File: src/rtl/sync_fifo_pkg.sv
// Shared types, defaults and width helper for sync_fifo and its RAM.
package sync_fifo_pkg;

    localparam int unsigned DEF_DATA_WIDTH = 8;
    localparam int unsigned DEF_FIFO_SIZE  = 16;

    // Per-cycle accepted operation, encoded as {push_ok, pop_ok}.
    typedef enum logic [1:0] {
        OP_IDLE = 2'b00,
        OP_POP  = 2'b01,
        OP_PUSH = 2'b10,
        OP_BOTH = 2'b11
    } fifo_op_e;

    function automatic int unsigned fifo_clog2(input int unsigned v);
        return (v <= 1) ? 1 : $clog2(v);
    endfunction

endpackage

File: src/rtl/sync_fifo_mem.sv
// Simple dual-port RAM for sync_fifo: synchronous write, asynchronous read, not reset.
module sync_fifo_mem #(
    parameter int unsigned DATA_WIDTH = 8,
    parameter int unsigned DEPTH      = 16,
    parameter int unsigned AW         = 4
) (
    input  logic                  clk,
    input  logic                  we,
    input  logic [AW-1:0]         waddr,
    input  logic [DATA_WIDTH-1:0] wdata,
    input  logic [AW-1:0]         raddr,
    output logic [DATA_WIDTH-1:0] rdata
);

    logic [DATA_WIDTH-1:0] mem_q [DEPTH];

    always_ff @(posedge clk) begin
        if (we) begin
            mem_q[waddr] <= wdata;
        end
    end

    assign rdata = mem_q[raddr];

endmodule

File: src/rtl/sync_fifo.sv
// Single-clock FIFO of arbitrary depth with occupancy count, level flags and error pulses.
// Define SYNC_FIFO_FWFT_EN for first-word fall-through output; default is registered read.
import sync_fifo_pkg::*;

module sync_fifo #(
    parameter int unsigned DATA_WIDTH         = DEF_DATA_WIDTH,
    parameter int unsigned FIFO_SIZE          = DEF_FIFO_SIZE,
    parameter int unsigned ALMOST_FULL_LEVEL  = 12,
    parameter int unsigned ALMOST_EMPTY_LEVEL = 2
) (
    input  logic                                   clk,
    input  logic                                   rst_n,
    input  logic                                   enable,
    input  logic                                   clear,
    input  logic                                   push,
    input  logic [DATA_WIDTH-1:0]                  in_data,
    input  logic                                   pop,
    output logic [DATA_WIDTH-1:0]                  out_data,
    output logic [fifo_clog2(FIFO_SIZE+1)-1:0]     count,
    output logic                                   empty,
    output logic                                   full,
    output logic                                   almost_empty,
    output logic                                   almost_full,
    output logic                                   pushed_last,
    output logic                                   popped_last,
    output logic                                   overflow,
    output logic                                   underflow
);

    localparam int unsigned CW = fifo_clog2(FIFO_SIZE + 1);
    localparam int unsigned PW = fifo_clog2(FIFO_SIZE);

    logic [PW-1:0]         wr_ptr_q, wr_ptr_d, rd_ptr_q, rd_ptr_d;
    logic [CW-1:0]         count_q, count_d;
    logic                  empty_q, empty_d, full_q, full_d;
    logic                  almost_empty_q, almost_empty_d, almost_full_q, almost_full_d;
    logic                  pushed_last_q, pushed_last_d, popped_last_q, popped_last_d;
    logic                  overflow_q, overflow_d, underflow_q, underflow_d;
    logic                  push_ok, pop_ok, mem_we;
    logic [DATA_WIDTH-1:0] rd_data;
    fifo_op_e              op;

    function automatic logic [PW-1:0] ptr_inc(input logic [PW-1:0] p);
        return (p == PW'(FIFO_SIZE - 1)) ? '0 : p + PW'(1);
    endfunction

    sync_fifo_mem #(
        .DATA_WIDTH (DATA_WIDTH),
        .DEPTH      (FIFO_SIZE),
        .AW         (PW)
    ) u_mem (
        .clk   (clk),
        .we    (mem_we),
        .waddr (wr_ptr_q),
        .wdata (in_data),
        .raddr (rd_ptr_q),
        .rdata (rd_data)
    );

    always_comb begin
        pop_ok  = enable & pop & ~empty_q;
        push_ok = enable & push & (~full_q | pop_ok);
        op      = fifo_op_e'({push_ok, pop_ok});
        mem_we  = push_ok & ~clear & rst_n;

        wr_ptr_d = wr_ptr_q;
        rd_ptr_d = rd_ptr_q;
        count_d  = count_q;
        case (op)
            OP_PUSH: begin
                wr_ptr_d = ptr_inc(wr_ptr_q);
                count_d  = count_q + CW'(1);
            end
            OP_POP: begin
                rd_ptr_d = ptr_inc(rd_ptr_q);
                count_d  = count_q - CW'(1);
            end
            OP_BOTH: begin
                wr_ptr_d = ptr_inc(wr_ptr_q);
                rd_ptr_d = ptr_inc(rd_ptr_q);
            end
            default: ;
        endcase

        empty_d        = (count_d == '0);
        full_d         = (count_d == CW'(FIFO_SIZE));
        almost_empty_d = (32'(count_d) <= ALMOST_EMPTY_LEVEL);
        almost_full_d  = (32'(count_d) >= ALMOST_FULL_LEVEL);
        pushed_last_d  = (op == OP_PUSH) & full_d;
        popped_last_d  = (op == OP_POP) & empty_d;
        overflow_d     = enable & push & ~push_ok;
        underflow_d    = enable & pop & ~pop_ok;

        if (clear) begin
            wr_ptr_d       = '0;
            rd_ptr_d       = '0;
            count_d        = '0;
            empty_d        = 1'b1;
            full_d         = 1'b0;
            almost_empty_d = 1'b1;
            almost_full_d  = 1'b0;
            pushed_last_d  = 1'b0;
            popped_last_d  = 1'b0;
            overflow_d     = 1'b0;
            underflow_d    = 1'b0;
        end
    end

    always_ff @(posedge clk) begin
        if (!rst_n) begin
            wr_ptr_q       <= '0;
            rd_ptr_q       <= '0;
            count_q        <= '0;
            empty_q        <= 1'b1;
            full_q         <= 1'b0;
            almost_empty_q <= 1'b1;
            almost_full_q  <= 1'b0;
            pushed_last_q  <= 1'b0;
            popped_last_q  <= 1'b0;
            overflow_q     <= 1'b0;
            underflow_q    <= 1'b0;
        end else begin
            wr_ptr_q       <= wr_ptr_d;
            rd_ptr_q       <= rd_ptr_d;
            count_q        <= count_d;
            empty_q        <= empty_d;
            full_q         <= full_d;
            almost_empty_q <= almost_empty_d;
            almost_full_q  <= almost_full_d;
            pushed_last_q  <= pushed_last_d;
            popped_last_q  <= popped_last_d;
            overflow_q     <= overflow_d;
            underflow_q    <= underflow_d;
        end
    end

`ifdef SYNC_FIFO_FWFT_EN
    // Head word is read straight from the RAM; the registered empty flag masks stale data.
    assign out_data = empty_q ? '0 : rd_data;
`else
    logic [DATA_WIDTH-1:0] out_data_q, out_data_d;

    always_comb begin
        out_data_d = out_data_q;
        if (clear) begin
            out_data_d = '0;
        end else if (pop_ok) begin
            out_data_d = rd_data;
        end
    end

    always_ff @(posedge clk) begin
        if (!rst_n) begin
            out_data_q <= '0;
        end else begin
            out_data_q <= out_data_d;
        end
    end

    assign out_data = out_data_q;
`endif

    assign count        = count_q;
    assign empty        = empty_q;
    assign full         = full_q;
    assign almost_empty = almost_empty_q;
    assign almost_full  = almost_full_q;
    assign pushed_last  = pushed_last_q;
    assign popped_last  = popped_last_q;
    assign overflow     = overflow_q;
    assign underflow    = underflow_q;

endmodule

File: config.mk
export PLATFORM = sky130hd
export DESIGN_NAME = sync_fifo
export DESIGN_NICKNAME = d
export VERILOG_FILES = /design/src/rtl/sync_fifo_pkg.sv /design/src/rtl/sync_fifo_mem.sv /design/src/rtl/sync_fifo.sv
export SDC_FILE = /design/constraint.sdc
export NUM_CORES = 1
export LEC_CHECK = 0
export ABC_CLOCK_PERIOD_IN_PS = 2900
export CELL_PAD_IN_SITES_DETAIL_PLACEMENT = 1
export CELL_PAD_IN_SITES_GLOBAL_PLACEMENT = 2
export CORE_UTILIZATION = 33
export DETAILED_ROUTE_END_ITERATION = 8
export PLACE_DENSITY_LB_ADDON = 0.3
export SLEW_MARGIN = 20
export SYNTH_ARGS = -nofsm -noshare
export SYNTH_HDL_FRONTEND = slang
export SYNTH_SLANG_ARGS = --single-unit
File: constraint.sdc
create_clock -name clk -period 2.9 [get_ports clk]
set_clock_uncertainty 0.2 [all_clocks]
set_input_delay 0.29 -clock clk [delete_from_list [all_inputs] [get_ports clk]]
set_output_delay 0.29 -clock clk [all_outputs]
set_load 0.01 [all_outputs]
==> flow_metrics.tcl <==
set metrics [dict create \
    placementRows 50 \
    initialDrtViolationCount 153 \
    cts_buffer_depth 2 \
    numPortBuffers 34 \
    vias 3576 \
    grtUsageTotal_pct 15.5 \
    rsz0062_at_grt "no" \
    fin_crit_sh_pct 93.9 \
    grt_first_pass_wirelength_mm 22.1 \
    finalHoldViolCount 0 \
    grt_max_degree 38 \
    syn_nets 411 \
    worst-r2r-setup-slack_ns 0.18 \
    dpl.cell_count 668 \
    fmax_mhz 367 \
    synth_top_area_cell "edfxtp_1" \
    cp-start-kind "flip-flop" \
    grt_overflow 0 \
    maxCapViolations 0 \
    totalNegativeSetupSlack_ns 0 \
    coreArea_um2 18800 \
    cts_made_buffers 17 \
    place.gp.congestion 0.708 \
    finalMaxSlewViolations 0 \
    crit_chain "nor2b_1 > o211ai_1 > ha_2 > xor2_1 > ha_2 > mux2_2 > o21ai_1 > nand3_2 > xnor2_2 > o41ai_2" \
    synth_cells 387 \
    async_flop_share_pct 0 \
    vias_per_cell 5.11 \
    clk_latency_ns 0.42 \
    hold_path.class "primary input to flip-flop" \
    power.density_nw_per_um2 596 \
    slew_headroom_pct 47.3 \
    initial_core_util_pct 33.7 \
    path_max_fanout 3 \
    post-route-min-period_ns 2.72 \
    min_path_cells 3 \
    ir_worst_vdd_v 0.000429 \
    critPathArrivalTime_ns 2.85 \
    cp_slowest_cell "dfxtp_1" \
    synth_area_um2 6330 \
    postSynthAreaPerCell_um2 16.3 \
    seqPwrFrac_pct 53.5 \
    diodes 0 \
    drive_gt1_share_pct 23.2 \
    ys.flop_type "edfxtp_1" \
    fp.dieW_um 140 \
    total_power_mw 4.57 \
    crit_top_cell "ha_2" \
    crit_type "flip-flop to flip-flop" \
    synth_cell_types 45 \
    area_growth_pct 21.2 \
    die_y_um 140 \
    drc 0 \
    ant_nets 0 \
    switching_share_pct 21.2 \
    layout.nets 477 \
    cts_sinks 157 \
    dpl.hpwl_mm 9.26 \
    cts_setup_buffers 0 \
    dieArea_um2 19700 \
    worst_pin_slew_ns 0.788 \
    synth_seq_area_share_pct 69.9 \
    crit_path_max_incr_delay_ns 0.38 \
    synth_edf_count 128 \
    status "complete, no violations" \
    drt_pass1_iterations 4 \
    p_clk_share_pct 43.7 \
    grt_antenna_before_repair 0 \
    yosys_warnings 0 \
    synthTopCellsByArea "edfxtp_1 61%, mux4_2 11%, dfxtp_1 9.2%" \
    reg2reg_depth 10 \
    routed_wl_mm 14.2 \
    grt_pass1_vias 3767 \
    cts.clk_slew.worst_paths_ns 0.06 \
    pin_count 35 \
    clock-root-buffer "clkbuf_16" \
    synth.top_cell.area_share_pct 60.8 \
    pwr-share-comb_pct 2.8 \
    cp-end-kind "flip-flop" \
    p_leak_nw 2.45 \
    fin_cells 700 \
    htreeDepth 4 \
    cts_tree "done" \
    setup_violations 0 \
    worstPathRequired_ns 3.03 \
    switchingPower_mw 0.970 \
    synth-seq-cells 157 \
    routedWlPerCell_um 20.2 \
    p_int_mw 3.60 \
]
==> layout by cell type, fill, tap and decap left out, types with 3 or more instances in the layout <==
cell,n
nor2_1,31
inv_1,9
o21ai_0,7
a21oi_1,28
edfxtp_1,128
clkdlybuf4s50_1,34
nand2_1,17
mux4_2,32
a22oi_1,16
clkinvlp_4,3
dfxtp_1,28
xor2_1,3
nor2b_1,6
clkbuf_16,17
nand2b_1,5
and2_1,4
nor3_1,10
clkbuf_1,4
buf_4,33
ha_1,8
==> area by class of cell <==
class / instances / area, um^2
clock buffer: 21 / 440
sequential: 157 / 4430
inverter: 9 / 33.8
multi-input combinational: 200 / 1780
fill: 1891 / 11100
clock inverter: 11 / 85.1
tap: 234 / 293
timing repair buffer: 68 / 608
==> through the flow <==
stage / hold WS [ns] / util, % / setup slack, ns / instance area [um^2]
5_1_grt: 0.303 / 40.8 / 0.00562 / 7670
4_1_cts: 0.274 / 40.7 / 0.173 / 7640
3_5_place_dp: 0.283 / 37.9 / -0.255 / 7120
2_1_floorplan: 0.189 / - / 0.186 / 6330
6_report: 0.299 / 40.8 / 0.178 / 7670
3_3_place_gp: 0.275 / 37.9 / -0.157 / 7120
==> sequential cells by signal, indices dropped and copies added (netlist names) <==
name          count
underflow         1
out_data          8
count             5
almost_full       1
overflow          1
wr_ptr_q          4
full              1
popped_last       1
empty             1
rd_ptr_q          4
pushed_last       1
almost_empty      1
u_mem.mem_q     128
==> metal layers <==
metal	track usage, %	routed length, um	part of all wire [%]	vias to the layer above
met1	20.4	6450	46	1857
met5	0	0	0	-
met3	3.21	507	3.6	18
li1	-	-	-	1642
met4	5.84	207	1.5	0
met2	25.4	7010	49	59
==> Yosys cell counts, drive strengths merged (9+ instances only) <==
cell	instances
ha	10
mux4	32
nand2	17
inv	9
clkbuf	11
a21oi	29
edfxtp	128
dfxtp	29
buf	10
nor2	31
nor3	10
o21ai	9
a22oi	16
==> what timing repair did <==
| action | in CTS | in global routing |
|---|---|---|
| hold buffers | 0 | 0 |
| endpoints found under the setup margin | 0 | 7 |
| gates resized for setup | 0 | 6 |
==> cell families after synthesis <==
kind of cell	share of synthesized area (%)
buf+inv	2.31
simple gates	6.27
xor+xnor	0.831
mux	11.6
flops	69.9
fa+ha+maj	1.98
compound gates	7.10
==> worst max-delay path: cells and delay by family (launching register included) <==
| family | cells | cell delay, ns |
|---|---|---|
| compound gates | 3 | 0.68 |
| xor+xnor | 2 | 0.34 |
| fa+ha+maj | 2 | 0.46 |
| flops | 1 | 0.38 |
| mux | 1 | 0.33 |
| simple gates | 2 | 0.24 |
==> path summary, 6_finish.rpt <==
check,endpoint,startpoint
setup reg to reg,almost_empty,empty
hold reg to reg,out_data[1],out_data[1]
setup / recovery,almost_empty,empty
hold / removal,overflow,push
==> power groups by stage <==
stage | combinational (mW) | sequential, mW | clock [mW]
after floorplan | 0.0523 | 2.49 | 0
after global placement | 0.125 | 2.49 | 0
after detailed placement | 0.130 | 2.49 | 0
after CTS | 0.130 | 2.44 | 2.05
after global routing | 0.143 | 2.44 | 2.13
final | 0.129 | 2.45 | 1.99
Power figures use the tool's default switching activity.
